<file path="config.mk">
export PLATFORM = sky130hd
export DESIGN_NAME = ccw_parser_flat
export DESIGN_NICKNAME = d
export VERILOG_FILES = /design/src/rtl/ccw_parser_pkg.sv /design/src/rtl/ccw_parser_if.sv /design/src/rtl/ccw_parser_gap_timer.sv /design/src/rtl/ccw_parser.sv /design/src/flat_wrapper.sv
export SDC_FILE = /design/constraint.sdc
export NUM_CORES = 1
export LEC_CHECK = 0
export CORE_ASPECT_RATIO = 1.75
export CORE_MARGIN = 2
export CORE_UTILIZATION = 59
export CTS_BUF_LIST = sky130_fd_sc_hd__clkbuf_8
export CTS_CLUSTER_SIZE = 30
export DETAILED_ROUTE_END_ITERATION = 10
export PLACE_DENSITY_LB_ADDON = 0.08
export SYNTH_ARGS = -nofsm -noshare
export SYNTH_HDL_FRONTEND = slang
export SYNTH_SLANG_ARGS = --single-unit
</file>
<file path="constraint.sdc">
create_clock -name clk -period 3.45 [get_ports clk]
set_clock_uncertainty 0.2 [all_clocks]
set_input_delay 0.69 -clock clk [delete_from_list [all_inputs] [get_ports clk]]
set_output_delay 0.69 -clock clk [all_outputs]
set_load 0.005 [all_outputs]
</file>
<file path="src/rtl/ccw_parser_pkg.sv">
// Message definitions shared by the CCW transmit and receive sides.
// Holds the framing byte values and the abort cause encoding reported
// on err_code.
package ccw_parser_pkg;

  localparam logic [7:0] MARKER_MASTER             = 8'hA5;
  localparam logic [7:0] FLAG_CONTROL_COMMAND_WORD = 8'h3C;

  typedef enum logic [1:0] {
    ERR_BAD_FLAG = 2'd0,
    ERR_BAD_LEN  = 2'd1,
    ERR_TIMEOUT  = 2'd2,
    ERR_DECODER  = 2'd3
  } err_code_e;

endpackage

</file>
<file path="src/rtl/ccw_parser_if.sv">
// Byte stream from the line decoder into the parser, and the parsed
// payload/status stream out of it.
//   master : line decoder side (drives d, d_rdy, dec_err; observes outputs)
//   slave  : parser side (consumes bytes; drives q, q_vld, msg_start,
//            msg_end, err, err_code, busy)
interface ccw_parser_if;
  logic [7:0] d;
  logic       d_rdy;
  logic       dec_err;
  logic [7:0] q;
  logic       q_vld;
  logic       msg_start;
  logic       msg_end;
  logic       err;
  logic [1:0] err_code;
  logic       busy;

  modport master (output d, d_rdy, dec_err,
                  input  q, q_vld, msg_start, msg_end, err, err_code, busy);
  modport slave  (input  d, d_rdy, dec_err,
                  output q, q_vld, msg_start, msg_end, err, err_code, busy);
endinterface

</file>
<file path="src/rtl/ccw_parser_gap_timer.sv">
// Inter-byte gap timer.
//   clr     : a byte arrived this cycle, restart the gap
//   en      : a message is in progress, count idle cycles
//   expired : this cycle is the TIMEOUT_CYC-th idle cycle since the last byte
// clr dominates, so a byte landing on the expiry cycle is never a timeout.
module ccw_parser_gap_timer #(
  parameter int TIMEOUT_CYC = 1024
) (
  input  logic clk,
  input  logic n_rst,
  input  logic clr,
  input  logic en,
  output logic expired
);
  localparam int CW = $clog2(TIMEOUT_CYC + 1);

  logic [CW-1:0] cnt_q, cnt_d;

  assign expired = en && !clr && (cnt_q == CW'(TIMEOUT_CYC - 1));

  always_comb begin
    cnt_d = cnt_q;
    if (clr || !en || expired) cnt_d = '0;
    else                       cnt_d = cnt_q + 1'b1;
  end

  always_ff @(posedge clk or negedge n_rst)
    if (!n_rst) cnt_q <= '0;
    else        cnt_q <= cnt_d;
endmodule

</file>
<file path="src/rtl/ccw_parser.sv">
// CCW message parser: hunts for MARKER, checks FLAG, reads a 16-bit
// big-endian length, then forwards the payload bytes one cycle after
// they arrive. Aborts (err pulse + held err_code) on bad flag, bad
// length, inter-byte timeout or a decoder error mid-message.
//   clk, n_rst : clock, async active-low reset
//   bus        : slave side of ccw_parser_if
// All outputs come straight from flops.
module ccw_parser
  import ccw_parser_pkg::*;
#(
  parameter int TIMEOUT_CYC = 1024,
  parameter int MAX_LEN     = 255
) (
  input  logic          clk,
  input  logic          n_rst,
  ccw_parser_if.slave   bus
);
  typedef enum logic [2:0] {HUNT, FLAG, N1, N2, PAYLOAD} state_e;

  localparam logic [15:0] MAX_LEN16 = 16'(MAX_LEN);

  state_e     state_q, state_d;
  logic [7:0] len_hi_q, len_hi_d;
  logic [15:0] cnt_q, cnt_d;
  logic       first_q, first_d;
  logic [7:0] q_q, q_d;
  logic       q_vld_q, q_vld_d;
  logic       start_q, start_d;
  logic       end_q, end_d;
  logic       err_q, err_d;
  err_code_e  code_q, code_d;
  logic       busy_q, busy_d;

  logic        in_msg;
  logic        tmo;
  logic [15:0] len_w;

  assign in_msg = (state_q != HUNT);
  assign len_w  = {len_hi_q, bus.d};

  ccw_parser_gap_timer #(.TIMEOUT_CYC(TIMEOUT_CYC)) u_gap_timer (
    .clk     (clk),
    .n_rst   (n_rst),
    .clr     (bus.d_rdy),
    .en      (in_msg),
    .expired (tmo)
  );

  always_comb begin
    state_d  = state_q;
    len_hi_d = len_hi_q;
    cnt_d    = cnt_q;
    first_d  = first_q;
    q_d      = q_q;
    q_vld_d  = 1'b0;
    start_d  = 1'b0;
    end_d    = 1'b0;
    err_d    = 1'b0;
    code_d   = code_q;

    // Decoder error outranks the byte in the same cycle; the byte
    // outranks a coincident timeout.
    if (in_msg && bus.dec_err) begin
      err_d   = 1'b1;
      code_d  = ERR_DECODER;
      state_d = HUNT;
    end else if (bus.d_rdy) begin
      unique case (state_q)
        HUNT: if (bus.d == MARKER_MASTER) state_d = FLAG;
        FLAG: begin
          if (bus.d == FLAG_CONTROL_COMMAND_WORD) state_d = N1;
          else begin
            err_d   = 1'b1;
            code_d  = ERR_BAD_FLAG;
            state_d = HUNT;
          end
        end
        N1: begin
          len_hi_d = bus.d;
          state_d  = N2;
        end
        N2: begin
          if (len_w == 16'd0 || len_w > MAX_LEN16) begin
            err_d   = 1'b1;
            code_d  = ERR_BAD_LEN;
            state_d = HUNT;
          end else begin
            cnt_d   = len_w;
            first_d = 1'b1;
            state_d = PAYLOAD;
          end
        end
        PAYLOAD: begin
          q_d     = bus.d;
          q_vld_d = 1'b1;
          start_d = first_q;
          first_d = 1'b0;
          cnt_d   = cnt_q - 16'd1;
          if (cnt_q == 16'd1) begin
            end_d   = 1'b1;
            state_d = HUNT;
          end
        end
        default: state_d = HUNT;
      endcase
    end else if (tmo) begin
      err_d   = 1'b1;
      code_d  = ERR_TIMEOUT;
      state_d = HUNT;
    end

    if (state_d == HUNT) cnt_d = 16'd0;
    busy_d = (state_d != HUNT);
  end

  always_ff @(posedge clk or negedge n_rst)
    if (!n_rst) begin
      state_q  <= HUNT;
      len_hi_q <= '0;
      cnt_q    <= '0;
      first_q  <= 1'b0;
      q_q      <= '0;
      q_vld_q  <= 1'b0;
      start_q  <= 1'b0;
      end_q    <= 1'b0;
      err_q    <= 1'b0;
      code_q   <= ERR_BAD_FLAG;
      busy_q   <= 1'b0;
    end else begin
      state_q  <= state_d;
      len_hi_q <= len_hi_d;
      cnt_q    <= cnt_d;
      first_q  <= first_d;
      q_q      <= q_d;
      q_vld_q  <= q_vld_d;
      start_q  <= start_d;
      end_q    <= end_d;
      err_q    <= err_d;
      code_q   <= code_d;
      busy_q   <= busy_d;
    end

  assign bus.q         = q_q;
  assign bus.q_vld     = q_vld_q;
  assign bus.msg_start = start_q;
  assign bus.msg_end   = end_q;
  assign bus.err       = err_q;
  assign bus.err_code  = code_q;
  assign bus.busy      = busy_q;
endmodule

</file>
<file path="src/flat_wrapper.sv">
// flat-port wrapper written by rule: the top's interface ports become plain ports
module ccw_parser_flat import ccw_parser_pkg::*;
#(
  parameter int TIMEOUT_CYC = 1024,
  parameter int MAX_LEN     = 255
)
  (clk, n_rst, bus_d, bus_d_rdy, bus_dec_err, bus_q, bus_q_vld, bus_msg_start, bus_msg_end, bus_err, bus_err_code, bus_busy);
  ccw_parser_if bus_i ();
  input  logic clk;
  input  logic n_rst;
  input wire logic [$bits(bus_i.d)-1:0] bus_d;
  input wire logic [$bits(bus_i.d_rdy)-1:0] bus_d_rdy;
  input wire logic [$bits(bus_i.dec_err)-1:0] bus_dec_err;
  output wire logic [$bits(bus_i.q)-1:0] bus_q;
  output wire logic [$bits(bus_i.q_vld)-1:0] bus_q_vld;
  output wire logic [$bits(bus_i.msg_start)-1:0] bus_msg_start;
  output wire logic [$bits(bus_i.msg_end)-1:0] bus_msg_end;
  output wire logic [$bits(bus_i.err)-1:0] bus_err;
  output wire logic [$bits(bus_i.err_code)-1:0] bus_err_code;
  output wire logic [$bits(bus_i.busy)-1:0] bus_busy;
  assign bus_i.d = bus_d;
  assign bus_i.d_rdy = bus_d_rdy;
  assign bus_i.dec_err = bus_dec_err;
  assign bus_q = bus_i.q;
  assign bus_q_vld = bus_i.q_vld;
  assign bus_msg_start = bus_i.msg_start;
  assign bus_msg_end = bus_i.msg_end;
  assign bus_err = bus_i.err;
  assign bus_err_code = bus_i.err_code;
  assign bus_busy = bus_i.busy;
  ccw_parser #(.TIMEOUT_CYC(TIMEOUT_CYC), .MAX_LEN(MAX_LEN)) u_core (.clk(clk), .n_rst(n_rst), .bus(bus_i));
endmodule
</file>
==> key figures, run 1 <==
Outcome
  – Status: finished clean

Synth
  – Number of synthesized flops with an enable pin: 0
  – Net count after synthesis: 308
  – Yosys warns: 0
  – Synth Cell Area: 2950 um2
  – #FFs+latches synth: 54
  – Post-synth ARST share: 100%
  – Main synth FF type: dfrtp_1
  – Cells after Synth: 293
  – Post-synthesis sequential area ratio: 45.8%
  – Avg Cell Area, Syn: 10.1 um2
  – Yosys cell types: 60

Critical path
  – Crit path required time: 3.40 ns
  – Top delay family on crit path: simple AND/OR/NAND/NOR gates
  – Critical path arrival: approximately 3.0 ns
  – Crit path depth: 6
  – Critical Path Source: u_core.u_gap_timer.cnt_q[0]
  – Setup crit end kind: flop
  – Worst Path Buf+Inv: 0
  – Critical path class: reg -> reg
  – R2r setup slk: approximately 0.44 ns
  – Critical-path cell list: ha_1 > nand4_1 > or4b_1 > nor3b_1 > a211oi_4 > a222oi_1
  – Worst-path maximum fanout: 17
  – Crit-path max cell delay: 0.69 ns
  – CP max-delay cell: a211oi_4
  – Worst Reg-to-Reg Cells: 6
  – Critical Path End: u_core.cnt_q[2]
  – Worst R2R Start: u_core.u_gap_timer.cnt_q[0]
  – Reg2reg end: u_core.cnt_q[2]
  – CP Launch Type: flop

Cells and area
  – Area Growth Syn to Fin: 12.3%
  – Antenna Cells: 0
  – Share of layout cells above drive strength 1: 15.3%
  – Final nets: approximately 340
  – Final Instance Area: 3320 um2

Timing
  – Final hold vios: 0
  – Worst slew pin tran: 0.966 ns
  – Max Slew Vio Count: 0
  – Final period util: slightly below 90%
  – Relative slew slack: 35.4%
  – Final min period: 3.01 ns
  – RSZ-0062 raised after global routing: false
  – Fmax: 333 MHz
  – Finish-stage setup viols: 0
  – Total negative slack: 0 ns

Routing
  – Vias per cell: 6.41
  – DRC viols: 0
  – Iteration-0 DRC Markers: around 110
  – Wire per inst: 18.5 um
  – Final WL: 6.91 mm
  – Antenna viol nets, final: 0
  – Drt first pass iters: 4
  – Total number of vias: 2399

Global route
  – Total GRT Usage: 26.8%
  – Largest net degree at the start of global routing: 55
  – Antenna violations before repair: 0
  – Grt ovf: 0
  – Vias in the first global route: 2398
  – First-pass GRT wire length: between 10 and 15 mm

Min path
  – Hold Path Class: reg -> reg

Die
  – Num ports: 27
  – Die Area: 5610 um2
  – Initial Util: 60.3%
  – Die extent in y: 97.6 um
  – Core ar.: between 4000 and 5000 um2
  – Row count: 34
  – Die Width: 57.5 um

Place
  – Placed cell area: 3240 um2
  – DPL Wire Length: 5.11 mm
  – Gpl congestion: 0.880
  – IO buf count: 26

Clock tree
  – Clock Latency Late Sink: approximately 0.31 ns
  – TritonCTS Buffers: 5
  – Post-CTS Setup Bufs: 0
  – Clk buf depth: 2
  – CTS root buf: clkbuf_8
  – Post-CTS Hold Fix Bufs: 0
  – TritonCTS clock tree: built
  – Number of gates resized after cts: 0
  – Clk slew on worst S/H paths: 0.10 ns
  – H-tree levels: 2
  – Clock sink count: 54

Run
  – Max Cap Viol: 0

Pwr
  – Peak VDD IR: approximately 320 uV
  – PwrDens: between 300 and 400 nW/um2
  – P_leak: 1.41 nW
## routing by layer
layer  wire length (um)  vias up  global-route usage, %
li1                   -     1125                      -
met1               2550     1152                   32.1
met2               3690       96                   45.5
met3                340       26                   3.86
met4                330        0                   13.1
met5                  0        -                      0
## flip-flops by register name, summed over array words and instances (netlist names), 2 cells and up
| register | count |
|---|---|
| u_core.bus.q | 8 |
| u_core.u_gap_timer.cnt_q | 11 |
| u_core.bus.err_code | 2 |
| u_core.len_hi_q | 8 |
| u_core.state_q | 3 |
| u_core.cnt_q | 16 |
## cell type report
class	count	area, um2
inverter	8	30.0
tap	54	67.6
clock buffer	5	68.8
multi-input combinational	215	1460
clock inverter	2	11.3
fill	382	1580
sequential	54	1350
timing repair buffer	36	330
## cells in the mapped netlist (all sizes together) (4+ instances only)
cell type / instances / area share [%]
nand2: 23 / 2.9
or4: 4 / 1.3
and3: 4 / 0.85
a2bb2oi: 4 / 1.2
nor2: 31 / 3.9
dfrtp: 54 / 46
o21ai: 16 / 2.8
nor3: 9 / 1.9
buf: 8 / 2.6
mux2: 17 / 6.5
clkbuf: 7 / 0.89
nand3: 10 / 1.7
a31oi: 4 / 0.85
inv: 8 / 1.0
a22oi: 9 / 2.3
xnor2: 5 / 1.5
nor4: 8 / 2.4
or3: 4 / 0.89
a21oi: 14 / 2.4
## placed cells by master (no fill, tap or decap), types with 5 or more instances in the layout
master           count
mux2_2              17
buf_4               10
dfrtp_1             54
a22oi_1              9
xnor2_1              5
nand2_1             23
nand3_1             10
nor2_1              31
clkdlybuf4s50_1     25
nor3_1               8
o21ai_0             15
a21oi_1             14
inv_1                9
nor4_1               6
clkbuf_8             5
## worst register-to-register path: cells and delay by family, from the launching register on
family | cells | cell delay [ns]
simple gates | 3 | 1.10
compound gates | 2 | 0.93
flops | 1 | 0.40
fa+ha+maj | 1 | 0.22
## per-stage QoR
stage,cells,total power [mW],util (%),setup slack [ns],hold WS (ns)
floorplan,293,0.721,-,0.829,0.194
global placement,367,0.810,66.1,0.291,0.256
detailed placement,367,0.813,66.1,0.172,0.281
CTS,374,1.14,67.8,0.425,0.290
global route,374,1.18,67.8,0.263,0.299
finish,374,1.13,67.8,0.444,0.286
## logic make-up (layout without fill, tap and decap cells)
kind of cell	after synthesis	after routing	synth area share [%]
DFF	54	54	45.8
buffers and inverters	24	51	4.87
AOI/OAI and AO/OA	72	72	17.7
muxes	18	18	6.82
and+or+nand+nor	115	115	21.5
xor gates and xnor gates	7	7	2.08
adders and majority gates	3	3	1.27
## power breakdown
group | switching [mW] | total, mW | leakage (nW) | internal [mW]
combinational | 0.0519 | 0.127 | 0.628 | 0.0748
sequential | 0.0137 | 0.672 | 0.742 | 0.658
clock | 0.197 | 0.334 | 0.0414 | 0.137
## worst min-delay path by stage
stage / start / end / slack [ns] / cells past startpoint
2_1_floorplan: n_rst / u_core.bus.busy / 0.19 / 0
3_3_place_gp: u_core.u_gap_timer.cnt_q[9] / u_core.u_gap_timer.cnt_q[10] / 0.26 / 1
3_5_place_dp: u_core.u_gap_timer.cnt_q[9] / u_core.u_gap_timer.cnt_q[10] / 0.28 / 1
4_1_cts: u_core.u_gap_timer.cnt_q[9] / u_core.u_gap_timer.cnt_q[10] / 0.29 / 1
5_1_grt: u_core.u_gap_timer.cnt_q[9] / u_core.u_gap_timer.cnt_q[10] / 0.30 / 1
6_report: u_core.u_gap_timer.cnt_q[9] / u_core.u_gap_timer.cnt_q[10] / 0.29 / 1
(Power assumes the default switching activity.)
==> run 2, diff against run 1 <==
- HOLD_SLACK_MARGIN: unset -> 0.02
==> results of run 2 <==
Same layout as run 1: the final DEF is identical, and so are final timing and power.
